**src/rtl/sevseg_pkg.sv**
```systemverilog
// sevseg_pkg: shared constants for the seven-segment scan driver.
// Segment bit order is {a,b,c,d,e,f,g}, active-high.
package sevseg_pkg;

    localparam int SEG_W = 7;

    localparam logic [SEG_W-1:0] SEG_TABLE [16] = '{
        7'h7E, 7'h30, 7'h6D, 7'h79,
        7'h33, 7'h5B, 7'h5F, 7'h70,
        7'h7F, 7'h7B, 7'h77, 7'h1F,
        7'h4E, 7'h3D, 7'h4F, 7'h47
    };

endpackage

```
**src/rtl/hex_seg_decode.sv**
```systemverilog
// hex_seg_decode: combinational hex nibble to segment pattern.
// Pure table lookup, no state.
module hex_seg_decode
    import sevseg_pkg::*;
(
    input  logic [3:0]       nib,
    output logic [SEG_W-1:0] seg
);

    assign seg = SEG_TABLE[nib];

endmodule

```
**src/rtl/sevseg_scan_driver.sv**
```systemverilog
// sevseg_scan_driver: multiplexed seven-segment display scanner.
// Define SEVSEG_BLANK_EN to blank leading zero digits.
module sevseg_scan_driver
    import sevseg_pkg::*;
#(
    parameter int N_DIGITS = 4,
    parameter int PRESCALE = 50000
) (
    input  logic                  clk,
    input  logic                  rst_n,
    input  logic                  en,
    input  logic                  load,
    input  logic [4*N_DIGITS-1:0] value,
    input  logic [N_DIGITS-1:0]   dp_in,
    output logic [SEG_W-1:0]      seg,
    output logic                  dp,
    output logic [N_DIGITS-1:0]   an,
    output logic                  frame_done
);

    localparam int VW = 4 * N_DIGITS;
    localparam int CW = $clog2(PRESCALE);
    localparam int IW = (N_DIGITS > 1) ? $clog2(N_DIGITS) : 1;
    localparam logic [CW-1:0] CNT_MAX = CW'(PRESCALE - 1);
    localparam logic [IW-1:0] IDX_MAX = IW'(N_DIGITS - 1);

    logic [CW-1:0]       cnt;
    logic [IW-1:0]       idx;
    logic [VW-1:0]       act_val;
    logic [VW-1:0]       pend_val;
    logic [N_DIGITS-1:0] act_dp;
    logic [N_DIGITS-1:0] pend_dp;
    logic                pend;
    logic                tick;
    logic                wrap;
    logic [3:0]          nib;
    logic [SEG_W-1:0]    dec_seg;
    logic                blank;
    logic [N_DIGITS-1:0] sel;

    assign tick = en && (cnt == CNT_MAX);
    assign wrap = tick && (idx == IDX_MAX);
    assign nib  = act_val[{idx, 2'b00} +: 4];

    hex_seg_decode u_dec (
        .nib (nib),
        .seg (dec_seg)
    );

`ifdef SEVSEG_BLANK_EN
    logic [VW-1:0] upper;
    assign upper = act_val >> {idx, 2'b00};
    assign blank = (idx != '0) && (upper == '0);
`else
    assign blank = 1'b0;
`endif

    // One-hot select of the digit currently being scanned.
    always_comb begin
        sel      = '0;
        sel[idx] = 1'b1;
    end

    // Prescaler and digit index; idle holds both at zero.
    always_ff @(posedge clk or negedge rst_n) begin
        if (!rst_n) begin
            cnt <= '0;
            idx <= '0;
        end else if (!en) begin
            cnt <= '0;
            idx <= '0;
        end else if (tick) begin
            cnt <= '0;
            idx <= wrap ? '0 : idx + 1'b1;
        end else begin
            cnt <= cnt + 1'b1;
        end
    end

    // Double buffer: loads wait in pending until a frame boundary or idle.
    always_ff @(posedge clk or negedge rst_n) begin
        if (!rst_n) begin
            act_val  <= '0;
            act_dp   <= '0;
            pend_val <= '0;
            pend_dp  <= '0;
            pend     <= 1'b0;
        end else if (!en || wrap) begin
            if (load) begin
                act_val <= value;
                act_dp  <= dp_in;
            end else if (pend) begin
                act_val <= pend_val;
                act_dp  <= pend_dp;
            end
            pend <= 1'b0;
        end else if (load) begin
            pend_val <= value;
            pend_dp  <= dp_in;
            pend     <= 1'b1;
        end
    end

    // Registered display outputs, one cycle behind idx.
    always_ff @(posedge clk or negedge rst_n) begin
        if (!rst_n) begin
            seg        <= '0;
            dp         <= 1'b0;
            an         <= '1;
            frame_done <= 1'b0;
        end else if (!en) begin
            seg        <= '0;
            dp         <= 1'b0;
            an         <= '1;
            frame_done <= 1'b0;
        end else begin
            seg        <= blank ? '0 : dec_seg;
            dp         <= act_dp[idx];
            an         <= ~sel;
            frame_done <= wrap;
        end
    end

endmodule

```
**config.mk**
```make
export PLATFORM = sky130hd
export DESIGN_NAME = sevseg_scan_driver
export DESIGN_NICKNAME = d
export VERILOG_FILES = /design/src/rtl/sevseg_pkg.sv /design/src/rtl/hex_seg_decode.sv /design/src/rtl/sevseg_scan_driver.sv
export SDC_FILE = /design/constraint.sdc
export NUM_CORES = 1
export LEC_CHECK = 0
export CAP_MARGIN = 10
export CELL_PAD_IN_SITES_DETAIL_PLACEMENT = 2
export CELL_PAD_IN_SITES_GLOBAL_PLACEMENT = 2
export CORE_ASPECT_RATIO = 1.75
export CORE_MARGIN = 2
export CORE_UTILIZATION = 35
export DETAILED_ROUTE_END_ITERATION = 8
export PLACE_DENSITY_LB_ADDON = 0.1
export SKIP_LAST_GASP = 1
export SLEW_MARGIN = 10
export SYNTH_ARGS = -nofsm -noshare
export SYNTH_HDL_FRONTEND = slang
export SYNTH_SLANG_ARGS = --single-unit
```
**constraint.sdc**
```tcl
create_clock -name clk -period 3.4 [get_ports clk]
set_input_delay 0.34 -clock clk [delete_from_list [all_inputs] [get_ports clk]]
set_output_delay 0.34 -clock clk [all_outputs]
set_load 0.02 [all_outputs]
```
==> impl_metrics.yaml, run 1 <==
setup_path:
  worstReg2RegEnd: "pend_dp[2]"
  reg2regPathDepth: 6
  critPathMostFrequentCell: "buf_4"
  endpoint_kind: "flop"
  critPathSlowestCell: "or4b_4"
  crit_type: "reg2reg"
  critPathLaunch: "cnt[13]"
  worstSetupStartpointType: "flop"
  critical_path_arrival_ps: 2670
  critical_path.top_delay_family: "simple AND/OR/NAND/NOR gates"
  cp.required_ps: 3610
  max_stage_delay_ps: 560
  crit_path_max_fanout: 21
  crit_path_end: "pend_dp[2]"
  cp_num_cells: 6
  regToRegStartpoint: "cnt[13]"
  cp_cell_sequence: "or4b_4 -> o41a_1 -> buf_4 -> nand2_1 -> buf_4 -> mux2_1"
  ff2ff_setup_slack_ps: 950
  crit_buf_inv: 2
floorplanning:
  die_w_um: 79.2
  dieArea_sq_um: 10700
  die_y_um: 136
  start_util: 0.356
  core_area_sq_um: 9730
  num_rows: 48
  io_pins: 37
timing:
  drv_slew: 0
  tightestPinTransition_ps: 957
  post-route-period-util: 0.722
  finalSetupTns_ps: 0
  rsz0062_at_grt: "false"
  fmax_mhz: 408
  max_slew_margin: 0.362
  hold_viol_final: 0
  worst_clock_skew_ps: 3.78
  worst_hold_slack_ps: 198
  setup_viol: 0
  fin_crit_ps: 2450
synthesis:
  synth.avg_cell_area_sq_um: 10.9
  netlist_area_sq_um: 3470
  synth_top_cells_by_area: "dfrtp_1 49%, nand3_1 9.5%, mux2_1 6.5%, ha_1 4.0%, mux4_2 3.2%"
  synth_most_common_cell: "dfrtp_1"
  yosysSeqAreaShare: 0.521
  yosysWarnings: 0
  synth_compound_area_frac: 0.0690
  synthSimpleGateAreaFrac: 0.188
  synthFlopType: "dfrtp_1"
  synth.top_cells.by_count: "68 x dfrtp_1, 66 x nand3_1, 24 x nor2_1"
  ys_async_sr_fraction: 1.00
  synth_nets: 353
  synth_top_area_cell: "dfrtp_1"
  synth_top_family_by_area: "simple AND/OR/NAND/NOR gates"
  synthMuxAreaShare: 0.109
  synth-xor-area-share: 0.0354
  synth-seq-cells: 72
  synth_top_area_frac: 0.491
  synth_cells: 318
  synth-edff-count: 0
  synthAdderAreaFrac: 0.0397
  synth.distinct_cells: 43
detailed_routing:
  wl_per_cell_um: 18.0
  first_iter_violations: 38
  viasPerCell: 5.31
  antenna_left: 0
  vias: 2565
  wl_um: 8710
  drt_first_pass_iters: 4
  drc_errors: 0
global_route:
  grt_antenna_before_repair: 0
  grt_pass1_wl_um: 15000
  grt_overflow_total: 0
  grt_pass1_vias: 2967
  grt_max_degree: 73
  grt_use_total: 0.183
clock_network:
  cts.clk_slew.worst_paths_ps: 60
  clk_latency_ps: 330
  postCtsHoldBufs: 0
  cts.path.max_buffers: 2
  postCtsSetupBuffers: 0
  tritoncts: "yes"
  cts_buffers: 9
  ctsResizeCount: 0
  ctsHtreeMaxLevel: 3
  cts_sinks: 72
  root_buffer: "clkbuf_16"
power_and_ir_drop:
  switching_share: 0.259
  p_sw_uw: 575
  p_int_uw: 1640
  cellLeakagePower_uw: 0.00179
  clock_power_share: 0.405
  seq_power_share: 0.450
  power_per_cell_area_nw_per_um2: 525
  p_comb_frac: 0.145
  irDropWorstVdd_mv: 0.319
  total_power_uw: 2220
worst_hold_path:
  hold_class: "in2async"
final_layout:
  fin_area_sq_um: 4230
  layout.nets: 388
  multi_input_area_sq_um: 1530
  regArea_sq_um: 1810
  fillers: 1052
  antenna_cells: 0
  drive_gt1_frac: 0.109
  area_delta_synth_final_pct: 21.9
run:
  cap_violations: 0
placed_design:
  gp_congestion: 0.735
  io_buffers: 36
  hpwl_um: 6000
  place_area_sq_um: 3940
run_status:
  status: "complete, no violations"
[cell type report]
type                            instances  area share
Sequential cell                        72       0.428
Clock inverter                          3     0.00355
Clock buffer                           13      0.0640
Multi-Input combinational cell        219       0.362
Inverter                                6     0.00533
Tap cell                              125      0.0370
Timing Repair Buffer                   45       0.100
[cell usage in the layout, fill, tap and decap left out, types with 2 or more instances in the layout]
cell type	count
clkdlybuf4s50_1	35
mux2_1	20
nor3_1	2
dfstp_2	4
clkinv_2	3
a21oi_1	5
nor2_1	24
o21ai_1	20
buf_4	9
nand4_1	5
mux4_2	5
nand3_1	66
and3_1	3
mux2i_1	3
inv_1	6
xor2_1	6
ha_1	11
clkbuf_8	3
xnor2_1	8
dfrtp_1	68
clkbuf_16	9
nand4bb_1	2
nor4_1	2
nand2_1	13
o31ai_1	2
a211oi_1	2
and4_1	3
[cells by family (layout without fill, tap and decap cells)]
| group | Yosys count | after routing |
|---|---|---|
| multiplexers | 29 | 29 |
| AND/OR/NAND/NOR | 128 | 128 |
| flip-flops | 72 | 72 |
| AO/OA/AOI/OAI | 37 | 37 |
| XOR/XNOR | 14 | 14 |
| adder cells (fa/ha/maj) | 11 | 11 |
| buffers and inverters | 27 | 67 |
[per-layer routing]
metal,track usage,up-vias,routed length [um]
met1,0.199,1319,3430
met2,0.342,29,4930
met3,0.0387,10,200
met4,0.0661,0,140
met5,0,-,0
li1,-,1207,-
[flip-flops by register name, summed over array words and instances, names as in the netlist]
signal      count
dp              1
frame_done      1
pend_dp         4
act_dp          4
act_val        16
idx             2
seg             7
pend            1
pend_val       16
cnt            16
an              4
[power groups by stage]
| stage | clock network, uW | logic, uW | registers (uW) |
|---|---|---|---|
| floorplan | 0 | 178 | 1010 |
| global placement | 0 | 315 | 1010 |
| detailed placement | 0 | 326 | 1020 |
| CTS | 932 | 331 | 1000 |
| global route | 956 | 362 | 1010 |
| finish | 899 | 322 | 997 |
[worst min path at each step]
| stage | to | slack, ps |
|---|---|---|
| after CTS | cnt[15] | 270 |
| after floorplan | act_dp[0] | 40 |
| after global placement | pend_val[11] | 480 |
| after global routing | cnt[7] | 300 |
| after detailed placement | pend_dp[0] | 480 |
| final | cnt[15] | 200 |
[per-stage QoR]
stage               setup WS, ps   util  instances
floorplan                   1350      -        318
global placement             967  0.405        467
detailed placement           935  0.405        467
CTS                          918  0.434        483
global route                 805  0.434        483
finish                       946  0.434        483
(Power assumes the default switching activity.)
==> run 2, diff against run 1 <==
--- a/config.mk
+++ b/config.mk
@@ -10,7 +10,7 @@
 export CELL_PAD_IN_SITES_GLOBAL_PLACEMENT = 2
 export CORE_ASPECT_RATIO = 1.75
 export CORE_MARGIN = 2
-export CORE_UTILIZATION = 35
+export CORE_UTILIZATION = 33
 export DETAILED_ROUTE_END_ITERATION = 8
 export PLACE_DENSITY_LB_ADDON = 0.1
 export SKIP_LAST_GASP = 1
==> constraint.sdc (replaced) <==
create_clock -name clk -period 2.2 [get_ports clk]
set_input_delay 0.22 -clock clk [delete_from_list [all_inputs] [get_ports clk]]
set_output_delay 0.22 -clock clk [all_outputs]
set_load 0.02 [all_outputs]
==> impl_metrics.yaml, run 2 (synthesized netlist as in run 1, its figures left out) <==
setup_path:
  ff2ff_setup_slack_ps: 110
  cp.required_ps: 2410
  regToRegStartpoint: "cnt[7]"
  worstSetupStartpointType: "flop"
  critical_path_arrival_ps: 2300
  crit_path_max_fanout: 10
  worstReg2RegEnd: "pend_val[6]"
  reg2regPathDepth: 5
  endpoint_kind: "flop"
  crit_type: "reg2reg"
  critPathLaunch: "cnt[7]"
timing:
  drv_slew: 0
  finalSetupTns_ps: 0
  setup_viol: 0
  worst_slack_ps: 110
  hold_viol_final: 0
  post-route-period-util: 0.950
  fin_crit_ps: 2090
  worst_clock_skew_ps: 5.90
  tightestPinTransition_ps: 401
  max_slew_margin: 0.730
  rsz0062_at_grt: "false"
  fmax_mhz: 478
final_layout:
  area_delta_synth_final_pct: 27.1
  layout.nets: 401
  fillers: 1075
  top_regs: "act_val (16), cnt (16), pend_val (16)"
  layout_commonest_cell: "dfrtp_1"
  most-common-layout-cells: "67 x dfrtp_1, 66 x nand3_1, 35 x clkdlybuf4s50_1"
  antenna_cells: 0
  stdcell_count: 498
  drive_gt1_frac: 0.140
placed_design:
  hpwl_um: 6200
  gp_congestion: 0.728
  io_buffers: 36
  placed_cells: 480
  place_ws_ps: 43.8
global_route:
  grt_antenna_before_repair: 0
  grt_pass1_vias: 3042
  grt_use_total: 0.182
  grt_overflow_total: 0
  grt_pass1_wl_um: 15600
  grt_max_degree: 73
floorplanning:
  num_rows: 49
  core_area_sq_um: 10200
  die_y_um: 140
  start_util: 0.339
  die_w_um: 81.5
  io_pins: 37
  dieArea_sq_um: 11400
run:
  cap_violations: 0
clock_network:
  root_buffer: "clkbuf_16"
  cts_buffers: 9
  tritoncts: "yes"
  cts_sinks: 72
  cts.path.max_buffers: 2
  ctsHtreeMaxLevel: 3
  clk_latency_ps: 330
  cts.clk_slew.worst_paths_ps: 60
detailed_routing:
  first_iter_violations: 57
  drc_errors: 0
  viasPerCell: 5.25
  drt_first_pass_iters: 4
  wl_per_cell_um: 18.7
  antenna_left: 0
  wl_um: 9320
  vias: 2616
power_and_ir_drop:
  irDropWorstVdd_mv: 0.428
  power_per_cell_area_nw_per_um2: 804
  cellLeakagePower_uw: 0.00188
worst_hold_path:
  hold_class: "in2async"
run_status:
  status: "complete, no violations"
==> run 2: power breakdown <==
part	switching (uW)	internal (uW)
logic	277	237
registers	76.3	1460
clock network	549	937
==> run 2: cell type report <==
type                       count  area, sq um  share of cell area
inverter                       6         22.5             0.00511
clock buffer                  13          260              0.0591
sequential                    72         1810               0.411
multi-input combinational    219         1530               0.348
timing repair buffer          58          581               0.132
clock inverter                 3         40.0             0.00909
tap                          127          159              0.0361
==> run 2: worst max-delay path: stages, from the launching register on <==
cell and delay [ps]:
dfrtp_1 420, nand4bb_1 360, o41a_1 530, nand2_2 130
clkbuf_16 190, mux2_1 330
==> run 2: repair_timing <==
action / CTS / global route
gates resized for setup: 0 / 2
hold buffers: 1 / 0
buffers inserted: 0 / 0
setup endpoints to repair: 0 / 6
endpoints found under the hold margin: 68 / 0
==> run 2: worst max-delay path by stage <==
| stage | slack, ps | to | cells after the start |
|---|---|---|---|
| 4_1_cts | 40 | pend_val[0] | 5 |
| 6_report | 110 | pend_val[6] | 5 |
| 3_5_place_dp | 40 | pend_val[0] | 5 |
| 5_1_grt | 30 | pend_dp[3] | 5 |
| 3_3_place_gp | 110 | pend_val[13] | 5 |
| 2_1_floorplan | 150 | pend_dp[0] | 5 |
==> run 2: routing by layer <==
metal  track usage  vias up  wire length (um)
li1              -     1230                 -
met1         0.210     1345              3730
met2         0.327       32              5270
met3        0.0292        9               178
met4        0.0696        0               147
met5             0        -                 0
==> run 2: through the flow <==
step                       util  cell area (sq um)  total power, uW  hold slack [ps]
after global routing      0.430               4400             3720              469
after global placement    0.397               4070             2060              268
after detailed placement  0.397               4070             2080              269
final                     0.430               4400             3540              425
after floorplan               -               3470             1840            -75.6
after CTS                 0.427               4380             3590              459
